[src/rtl/branch_predictor_if.sv]
// Predictor <-> pipeline bundle: fetch lookup, ID jump resolve, EX branch resolve, miss/redirect, stats.
// Latency: carries no state of its own; every signal is a plain wire between the two sides.
// Backpressure: none on the bundle; EX-side stalls are expressed through freeze_ex.
// Ports (slave = predictor view):
//   in : pc_if, jump_valid_id, pc_id, jump_target_id, pred_taken_id, pred_target_id,
//        branch_valid_ex, freeze_ex, pc_ex, branch_taken_ex, branch_target_ex, pred_taken_ex, pred_target_ex
//   out: next_pc_pred, pred_taken_if, jump_miss, branch_miss, redirect_pc, num_branch, num_miss
interface branch_predictor_if #(
   parameter int WORD_SIZE = 16
);
   // fetch lookup
   logic [WORD_SIZE-1:0] pc_if;
   logic [WORD_SIZE-1:0] next_pc_pred;
   logic                 pred_taken_if;
   // ID jump resolution
   logic                 jump_valid_id;
   logic [WORD_SIZE-1:0] pc_id;
   logic [WORD_SIZE-1:0] jump_target_id;
   logic                 pred_taken_id;
   logic [WORD_SIZE-1:0] pred_target_id;
   // EX branch resolution
   logic                 branch_valid_ex;
   logic                 freeze_ex;
   logic [WORD_SIZE-1:0] pc_ex;
   logic                 branch_taken_ex;
   logic [WORD_SIZE-1:0] branch_target_ex;
   logic                 pred_taken_ex;
   logic [WORD_SIZE-1:0] pred_target_ex;
   // miss reporting and statistics
   logic                 jump_miss;
   logic                 branch_miss;
   logic [WORD_SIZE-1:0] redirect_pc;
   logic [15:0]          num_branch;
   logic [15:0]          num_miss;

   modport master (
      output pc_if, jump_valid_id, pc_id, jump_target_id, pred_taken_id, pred_target_id,
             branch_valid_ex, freeze_ex, pc_ex, branch_taken_ex, branch_target_ex,
             pred_taken_ex, pred_target_ex,
      input  next_pc_pred, pred_taken_if, jump_miss, branch_miss, redirect_pc,
             num_branch, num_miss
   );

   modport slave (
      input  pc_if, jump_valid_id, pc_id, jump_target_id, pred_taken_id, pred_target_id,
             branch_valid_ex, freeze_ex, pc_ex, branch_taken_ex, branch_target_ex,
             pred_taken_ex, pred_target_ex,
      output next_pc_pred, pred_taken_if, jump_miss, branch_miss, redirect_pc,
             num_branch, num_miss
   );
endinterface

[src/rtl/branch_predictor.sv]
// Direct-mapped BTB with 2-bit saturating counters; predicts next fetch PC, flags ID jump / EX branch misses.
// Latency: lookup, miss and redirect are combinational; table and statistic updates land on the next clk edge.
// Backpressure: freeze_ex blocks EX-side table/stat updates but not branch_miss; ID writes are idempotent.
// Ports: clk, reset (async, active-high), bp (branch_predictor_if.slave) carrying all pipeline signals.
module branch_predictor #(
   parameter int WORD_SIZE = 16,
   parameter int IDX_BITS  = 4,
   parameter bit PREDICT   = 1'b1
) (
   input  logic               clk,
   input  logic               reset,
   branch_predictor_if.slave  bp
);
   localparam int ENTRIES = 1 << IDX_BITS;
   localparam int TAG_W   = WORD_SIZE - IDX_BITS;
   localparam logic [WORD_SIZE-1:0] PC_INC = WORD_SIZE'(1);

   logic [ENTRIES-1:0]   valid_q;
   logic [TAG_W-1:0]     tag_q    [ENTRIES];
   logic [WORD_SIZE-1:0] target_q [ENTRIES];
   logic [1:0]           ctr_q    [ENTRIES];
   logic [15:0]          num_branch_q, num_branch_d;
   logic [15:0]          num_miss_q,   num_miss_d;

   // index/tag split for each of the three access ports
   logic [IDX_BITS-1:0] idx_if, idx_id, idx_ex;
   logic [TAG_W-1:0]    tag_if, tag_id, tag_ex;
   assign idx_if = bp.pc_if[IDX_BITS-1:0];
   assign idx_id = bp.pc_id[IDX_BITS-1:0];
   assign idx_ex = bp.pc_ex[IDX_BITS-1:0];
   assign tag_if = bp.pc_if[WORD_SIZE-1:IDX_BITS];
   assign tag_id = bp.pc_id[WORD_SIZE-1:IDX_BITS];
   assign tag_ex = bp.pc_ex[WORD_SIZE-1:IDX_BITS];

   // Fetch lookup reads the registered table, so a same-cycle write is seen one cycle later.
   logic hit_if;
   assign hit_if           = valid_q[idx_if] && (tag_q[idx_if] == tag_if) && ctr_q[idx_if][1];
   assign bp.pred_taken_if = hit_if && PREDICT;
   assign bp.next_pc_pred  = bp.pred_taken_if ? target_q[idx_if] : bp.pc_if + PC_INC;

   // Miss detection: an EX branch miss flushes ID, so it masks any ID jump verdict.
   logic branch_miss, jump_miss;
   assign branch_miss = bp.branch_valid_ex &&
                        ((bp.branch_taken_ex != bp.pred_taken_ex) ||
                         (bp.branch_taken_ex && (bp.pred_target_ex != bp.branch_target_ex)));
   assign jump_miss   = bp.jump_valid_id && !branch_miss &&
                        (!bp.pred_taken_id || (bp.pred_target_id != bp.jump_target_id));

   assign bp.branch_miss = branch_miss;
   assign bp.jump_miss   = jump_miss;
   assign bp.redirect_pc = branch_miss ? (bp.branch_taken_ex ? bp.branch_target_ex : bp.pc_ex + PC_INC)
                                       : bp.jump_target_id;

   // Update qualifiers
   logic ex_upd, ex_hit, id_upd, id_wr;
   assign ex_upd = bp.branch_valid_ex && !bp.freeze_ex;
   assign ex_hit = valid_q[idx_ex] && (tag_q[idx_ex] == tag_ex);
   assign id_upd = bp.jump_valid_id && !branch_miss;
   // EX owns the entry when both ports target the same index in one cycle.
   assign id_wr  = id_upd && !(ex_upd && (idx_id == idx_ex));

   always_comb begin
      num_branch_d = num_branch_q + 16'(ex_upd) + 16'(id_upd);
      num_miss_d   = num_miss_q + 16'(branch_miss && !bp.freeze_ex) + 16'(jump_miss);
   end

   assign bp.num_branch = num_branch_q;
   assign bp.num_miss   = num_miss_q;

   always_ff @(posedge clk or posedge reset) begin
      if (reset) begin
         valid_q      <= '0;
         num_branch_q <= '0;
         num_miss_q   <= '0;
         for (int i = 0; i < ENTRIES; i++) begin
            tag_q[i]    <= '0;
            target_q[i] <= '0;
            ctr_q[i]    <= 2'b01;
         end
      end else begin
         num_branch_q <= num_branch_d;
         num_miss_q   <= num_miss_d;
         if (ex_upd) begin
            if (ex_hit) begin
               if (bp.branch_taken_ex) begin
                  if (ctr_q[idx_ex] != 2'b11) ctr_q[idx_ex] <= ctr_q[idx_ex] + 2'b01;
                  target_q[idx_ex] <= bp.branch_target_ex;
               end else begin
                  if (ctr_q[idx_ex] != 2'b00) ctr_q[idx_ex] <= ctr_q[idx_ex] - 2'b01;
               end
            end else if (bp.branch_taken_ex) begin
               // allocate weakly-taken; not-taken misses leave the table alone
               valid_q[idx_ex]  <= 1'b1;
               tag_q[idx_ex]    <= tag_ex;
               target_q[idx_ex] <= bp.branch_target_ex;
               ctr_q[idx_ex]    <= 2'b10;
            end
         end
         if (id_wr) begin
            valid_q[idx_id]  <= 1'b1;
            tag_q[idx_id]    <= tag_id;
            target_q[idx_id] <= bp.jump_target_id;
            ctr_q[idx_id]    <= 2'b11;
         end
      end
   end
endmodule

[src/flat_wrapper.sv]
// flat-port wrapper written by rule: the top's interface ports become plain ports
module branch_predictor_flat 
#(
   parameter int WORD_SIZE = 16,
   parameter int IDX_BITS  = 4,
   parameter bit PREDICT   = 1'b1
)
  (clk, reset, bp_pc_if, bp_jump_valid_id, bp_pc_id, bp_jump_target_id, bp_pred_taken_id, bp_pred_target_id, bp_branch_valid_ex, bp_freeze_ex, bp_pc_ex, bp_branch_taken_ex, bp_branch_target_ex, bp_pred_taken_ex, bp_pred_target_ex, bp_next_pc_pred, bp_pred_taken_if, bp_jump_miss, bp_branch_miss, bp_redirect_pc, bp_num_branch, bp_num_miss);
  branch_predictor_if #(.WORD_SIZE(WORD_SIZE)) bp_i ();
  input  logic clk;
  input  logic reset;
  input wire logic [$bits(bp_i.pc_if)-1:0] bp_pc_if;
  input wire logic [$bits(bp_i.jump_valid_id)-1:0] bp_jump_valid_id;
  input wire logic [$bits(bp_i.pc_id)-1:0] bp_pc_id;
  input wire logic [$bits(bp_i.jump_target_id)-1:0] bp_jump_target_id;
  input wire logic [$bits(bp_i.pred_taken_id)-1:0] bp_pred_taken_id;
  input wire logic [$bits(bp_i.pred_target_id)-1:0] bp_pred_target_id;
  input wire logic [$bits(bp_i.branch_valid_ex)-1:0] bp_branch_valid_ex;
  input wire logic [$bits(bp_i.freeze_ex)-1:0] bp_freeze_ex;
  input wire logic [$bits(bp_i.pc_ex)-1:0] bp_pc_ex;
  input wire logic [$bits(bp_i.branch_taken_ex)-1:0] bp_branch_taken_ex;
  input wire logic [$bits(bp_i.branch_target_ex)-1:0] bp_branch_target_ex;
  input wire logic [$bits(bp_i.pred_taken_ex)-1:0] bp_pred_taken_ex;
  input wire logic [$bits(bp_i.pred_target_ex)-1:0] bp_pred_target_ex;
  output wire logic [$bits(bp_i.next_pc_pred)-1:0] bp_next_pc_pred;
  output wire logic [$bits(bp_i.pred_taken_if)-1:0] bp_pred_taken_if;
  output wire logic [$bits(bp_i.jump_miss)-1:0] bp_jump_miss;
  output wire logic [$bits(bp_i.branch_miss)-1:0] bp_branch_miss;
  output wire logic [$bits(bp_i.redirect_pc)-1:0] bp_redirect_pc;
  output wire logic [$bits(bp_i.num_branch)-1:0] bp_num_branch;
  output wire logic [$bits(bp_i.num_miss)-1:0] bp_num_miss;
  assign bp_i.pc_if = bp_pc_if;
  assign bp_i.jump_valid_id = bp_jump_valid_id;
  assign bp_i.pc_id = bp_pc_id;
  assign bp_i.jump_target_id = bp_jump_target_id;
  assign bp_i.pred_taken_id = bp_pred_taken_id;
  assign bp_i.pred_target_id = bp_pred_target_id;
  assign bp_i.branch_valid_ex = bp_branch_valid_ex;
  assign bp_i.freeze_ex = bp_freeze_ex;
  assign bp_i.pc_ex = bp_pc_ex;
  assign bp_i.branch_taken_ex = bp_branch_taken_ex;
  assign bp_i.branch_target_ex = bp_branch_target_ex;
  assign bp_i.pred_taken_ex = bp_pred_taken_ex;
  assign bp_i.pred_target_ex = bp_pred_target_ex;
  assign bp_next_pc_pred = bp_i.next_pc_pred;
  assign bp_pred_taken_if = bp_i.pred_taken_if;
  assign bp_jump_miss = bp_i.jump_miss;
  assign bp_branch_miss = bp_i.branch_miss;
  assign bp_redirect_pc = bp_i.redirect_pc;
  assign bp_num_branch = bp_i.num_branch;
  assign bp_num_miss = bp_i.num_miss;
  branch_predictor #(.WORD_SIZE(WORD_SIZE), .IDX_BITS(IDX_BITS), .PREDICT(PREDICT)) u_core (.clk(clk), .reset(reset), .bp(bp_i));
endmodule
[config.mk]
export PLATFORM = sky130hd
export DESIGN_NAME = branch_predictor_flat
export DESIGN_NICKNAME = d
export VERILOG_FILES = /design/src/rtl/branch_predictor_if.sv /design/src/rtl/branch_predictor.sv /design/src/flat_wrapper.sv
export SDC_FILE = /design/constraint.sdc
export NUM_CORES = 2
export LEC_CHECK = 0
export BUFFER_PORTS_ARGS = -buffer_cell sky130_fd_sc_hd__buf_2
export CAP_MARGIN = 10
export CORE_AREA = 2 2 263 265
export DETAILED_ROUTE_END_ITERATION = 7
export DIE_AREA = 0 0 265 267
export PLACE_DENSITY = 0.64
export RECOVER_POWER = 25
export SYNTH_ARGS = -nofsm -noshare
export SYNTH_HDL_FRONTEND = slang
export SYNTH_SLANG_ARGS = --single-unit
[constraint.sdc]
create_clock -name clk -period 23.3 [get_ports clk]
set_input_delay 2.33 -clock clk [delete_from_list [all_inputs] [get_ports clk]]
set_output_delay 2.33 -clock clk [all_outputs]
set_load 0.005 [all_outputs]
==> run_results.csv <==
group,metric,value,unit
grt,grt_usage,32.5,%
outcome,violations_in_the_final_reports,"max-capacitance violations, max-slew violations",
pwr,leakagePower,0.0157,uW
floorplanning,num_rows,96,
synth,synthCells,3212,
routing,final_antenna_net_count,0,
critical_path,critPathMaxFanout,172,
cells_and_area,multi_input_comb_area,0.0181,mm^2
routing,drc,0,
critical_path,cp_data_arrival_time,9.39,ns
sta,finalSetupViolCount,0,
outcome,run_status,"finished with violations",
sta,worstMarginPinSlew,5.70,ns
cts,cts_htree_levels,2,
sta,finalSetupTns,0,ns
cts,ctsHoldBuffers,0,
cts,clock_tree_from_tritoncts,"yes",
pwr,peakVddDrop,0.0561,mV
grt,grt.overflow.total,0,
synth,synthesis.area,0.0331,mm^2
cells_and_area,fin_nets,3289,
critical_path,timing.critical_path.cells,"buf_2, clkinvlp_2, clkbuf_1, buf_12",
cells_and_area,most-common-layout-cells,"512 x sky130_fd_sc_hd__dfrtp_1, 498 x sky130_fd_sc_hd__a21oi_1, 490 x sky130_fd_sc_hd__nor2_1",
critical_path,cp_data_required_time,23.94,ns
cts,clock_sink_count,528,
cts,cts_buffers,59,
cts,cts.repair.resized,0,
cells_and_area,area_delta_synth_final,9.38,%
floorplanning,pin_count,187,
floorplanning,die-height,267,um
sta,drv_slew,189,
critical_path,launching_element_type_of_the_critical_path,"input pin",
floorplanning,fp.dieW,265,um
grt,grtUsageMet1,43.5,%
flow_run,maxCapViolCount,2,
cells_and_area,final_cell_count_no_fill,4097,
placed_design,gp_congestion,0.898,
critical_path,timing.critical_path.to_type,"asynchronous set/reset pin",
grt,grt_start_max_net_pins,173,
synth,ys_async_sr_fraction,100,%
placed_design,dpl-instance-area,0.0341,mm^2
critical_path,critical_path_class,"input pin to asynchronous set/reset pin",
sta,timing.slew.headroom,-282,%
synth,number_of_synthesized_flops_with_an_enable_pin,0,
sta,grt_setup_unrepaired,"no",
cts,cts_setup_buffers,0,
synth,synth_area_per_cell,10.3,um^2
cts,cts.root.buffer_cell,"sky130_fd_sc_hd__clkbuf_16",
cells_and_area,layout.cells.most_common,"sky130_fd_sc_hd__dfrtp_1",
grt,grt_first_pass_wirelength,170000,um
routing,route.detailed.wl_per_inst,28.3,um
grt,antenna_found_initial,11,
routing,finalWirelength,116000,um
grt,use_met3,7.62,%
placed_design,place.port_buffers,186,
grt,grt_busiest_layer,"met2",
pwr,cellPowerDensity,88.0,mW/mm^2
sta,final_min_period_over_clock_period,37.6,%
grt,grt_pass1_vias,25700,
synth,synth_flop_cell,"sky130_fd_sc_hd__dfrtp_1",
sta,timing.fmax,0.114,GHz
synth,synth-warning-count,0,
floorplanning,die_area,0.0708,mm^2
cells_and_area,sequential_cell_area,0.0132,mm^2
floorplanning,initial_utilization,48.7,%
synth,synthesis.nets,3343,
synth,synthDistinctLibCells,65,
cts,insertion_delay,0.65,ns
cells_and_area,post_route_cells_drive_above_1_share,19.3,%
routing,drt-pass1-iter-count,6,
routing,vias,26700,
floorplanning,coreArea,0.0680,mm^2
sta,finalHoldViolations,0,
cells_and_area,layout.cell_area.non_filler,0.0362,mm^2
cells_and_area,filler_cell_count,5923,
placed_design,placedCellCount,3978,
critical_path,cpMaxStageDelayCell,"sky130_fd_sc_hd__clkinvlp_2",
cts,clk_path_buf_depth,3,
critical_path,crit_path_leading_delay_family,"buffers and inverters",
cts,clkTransAtPathRegs,0.06,ns
routing,drt_first_iter_violations,3273,
synth,ys_seq_elements,528,
critical_path,slowest_delay,3.13,ns
critical_path,timing.critical_path.buf_inv,4,
sta,finalCriticalPeriod,8.75,ns
sta,clock_skew,0.0240,ns
grt,met2_usage,49.3,%
synth,synth-seq-area-share,40.0,%
routing,via_per_inst,6.51,
min_path,hold_path.class,"flop to flop",
placed_design,dp_hpwl,72300,um
final timing paths:
check | startpoint | cells after the start | end | slack [ns]
max reg2reg | u_core.tag_q[126]$_DFF_PP0_ | 8 | u_core.ctr_q[3]$_DFF_PP0_ | 19.19
max | reset | 4 | u_core.target_q[100]$_DFF_PP0_ | 14.55
max in group clk | bp_pc_if[0] | 12 | bp_next_pc_pred[15] | 14.78
min in group asynchronous | reset | 2 | u_core.tag_q[184]$_DFF_PP0_ | 3.48
min | u_core.bp.num_miss[15]$_DFF_PP0_ | 1 | u_core.bp.num_miss[15]$_DFF_PP0_ | 0.48
min reg2reg | u_core.bp.num_miss[15]$_DFF_PP0_ | 1 | u_core.bp.num_miss[15]$_DFF_PP0_ | 0.48
power by group:
part | internal, uW | leakage, uW | switching (uW)
registers | 1180 | 0.00615 | 188
clock network | 586 | 0.00103 | 413
logic | 423 | 0.00851 | 396
total | 2190 | 0.0157 | 997
metal layers:
metal	wire length, um	vias up
met4	6360	10
li1	-	11400
met5	58	-
met1	44600	13300
met2	52500	1583
met3	12500	366
logic make-up after synthesis:
family                   count (synthesis)  share of synthesized area [%]
XOR/XNOR                               114                           3.02
flip-flops                             528                           40.0
multiplexers                           699                           28.7
adder cells (fa/ha/maj)                 11                          0.461
AND/OR/NAND/NOR                        766                           9.85
AO/OA/AOI/OAI                          683                           12.3
buffers and inverters                  411                           5.73
layout make-up:
cell class                 instances  share of cell area [%]
antenna                            6                  0.0415
inverter                          40                   0.418
timing repair buffer             256                    4.11
multi-input combinational       2273                    50.1
clock buffer                      89                    4.94
sequential                       528                    36.6
tap                              882                    3.05
clock inverter                    23                   0.809
worst reg2reg max path, cell delays in order (launching register included):
cell and delay, ns:
sky130_fd_sc_hd__dfrtp_1 0.39, sky130_fd_sc_hd__mux4_1 0.66, sky130_fd_sc_hd__a221o_1 0.43, sky130_fd_sc_hd__a311o_1 0.32, sky130_fd_sc_hd__or4_4 0.85, sky130_fd_sc_hd__or3_1 0.69
sky130_fd_sc_hd__buf_16 0.25, sky130_fd_sc_hd__nor3_1 0.27, sky130_fd_sc_hd__o21ai_1 0.10
synth_stat cells (10+ instances only):
library cell	n	area, um^2
sky130_fd_sc_hd__dfrtp_1	512	12800
sky130_fd_sc_hd__xnor2_1	81	709
sky130_fd_sc_hd__mux4_2	189	4260
sky130_fd_sc_hd__clkbuf_4	15	113
sky130_fd_sc_hd__a221oi_1	13	114
sky130_fd_sc_hd__a31oi_1	11	68.8
sky130_fd_sc_hd__inv_1	38	143
sky130_fd_sc_hd__and2_1	11	68.8
sky130_fd_sc_hd__o32ai_1	12	105
sky130_fd_sc_hd__nor4_1	10	62.6
sky130_fd_sc_hd__mux2i_1	487	4870
sky130_fd_sc_hd__and3_1	18	113
sky130_fd_sc_hd__nor2b_1	13	81.3
sky130_fd_sc_hd__nor2_1	494	1850
sky130_fd_sc_hd__a21oi_1	498	2490
sky130_fd_sc_hd__buf_1	72	270
sky130_fd_sc_hd__o31ai_4	16	340
sky130_fd_sc_hd__a211oi_1	11	82.6
sky130_fd_sc_hd__o311ai_1	16	140
sky130_fd_sc_hd__nand3_1	41	205
sky130_fd_sc_hd__clkbuf_1	221	830
sky130_fd_sc_hd__buf_8	11	165
sky130_fd_sc_hd__or4_1	13	97.6
sky130_fd_sc_hd__nor3_1	26	130
sky130_fd_sc_hd__dfstp_2	16	420
sky130_fd_sc_hd__buf_2	30	150
sky130_fd_sc_hd__o21ai_1	16	80.1
sky130_fd_sc_hd__mux2_2	16	180
sky130_fd_sc_hd__o21ai_0	32	160
sky130_fd_sc_hd__a21o_1	19	143
sky130_fd_sc_hd__buf_4	10	75.1
sky130_fd_sc_hd__xor2_1	33	289
sky130_fd_sc_hd__nand3b_1	16	120
sky130_fd_sc_hd__nand2_1	102	383
registers in the layout (all words and copies together), names as in the netlist:
signal and count:
u_core.bp.num_miss 16, u_core.valid_q 16, u_core.ctr_q 32, u_core.target_q 256
u_core.bp.num_branch 16, u_core.tag_q 192
stage by stage:
step           utilization [%]  worst slack, ns  hold slack, ns  power, uW
2_1_floorplan                -             6.24           0.456       1940
3_3_place_gp              50.2            14.82           0.457       2130
3_5_place_dp              50.2            14.81           0.462       2180
4_1_cts                   53.2            14.79           0.473       3180
5_1_grt                   53.2            13.30           0.494       3320
6_report                  53.2            14.55           0.478       3180
Power figures use the tool's default switching activity.
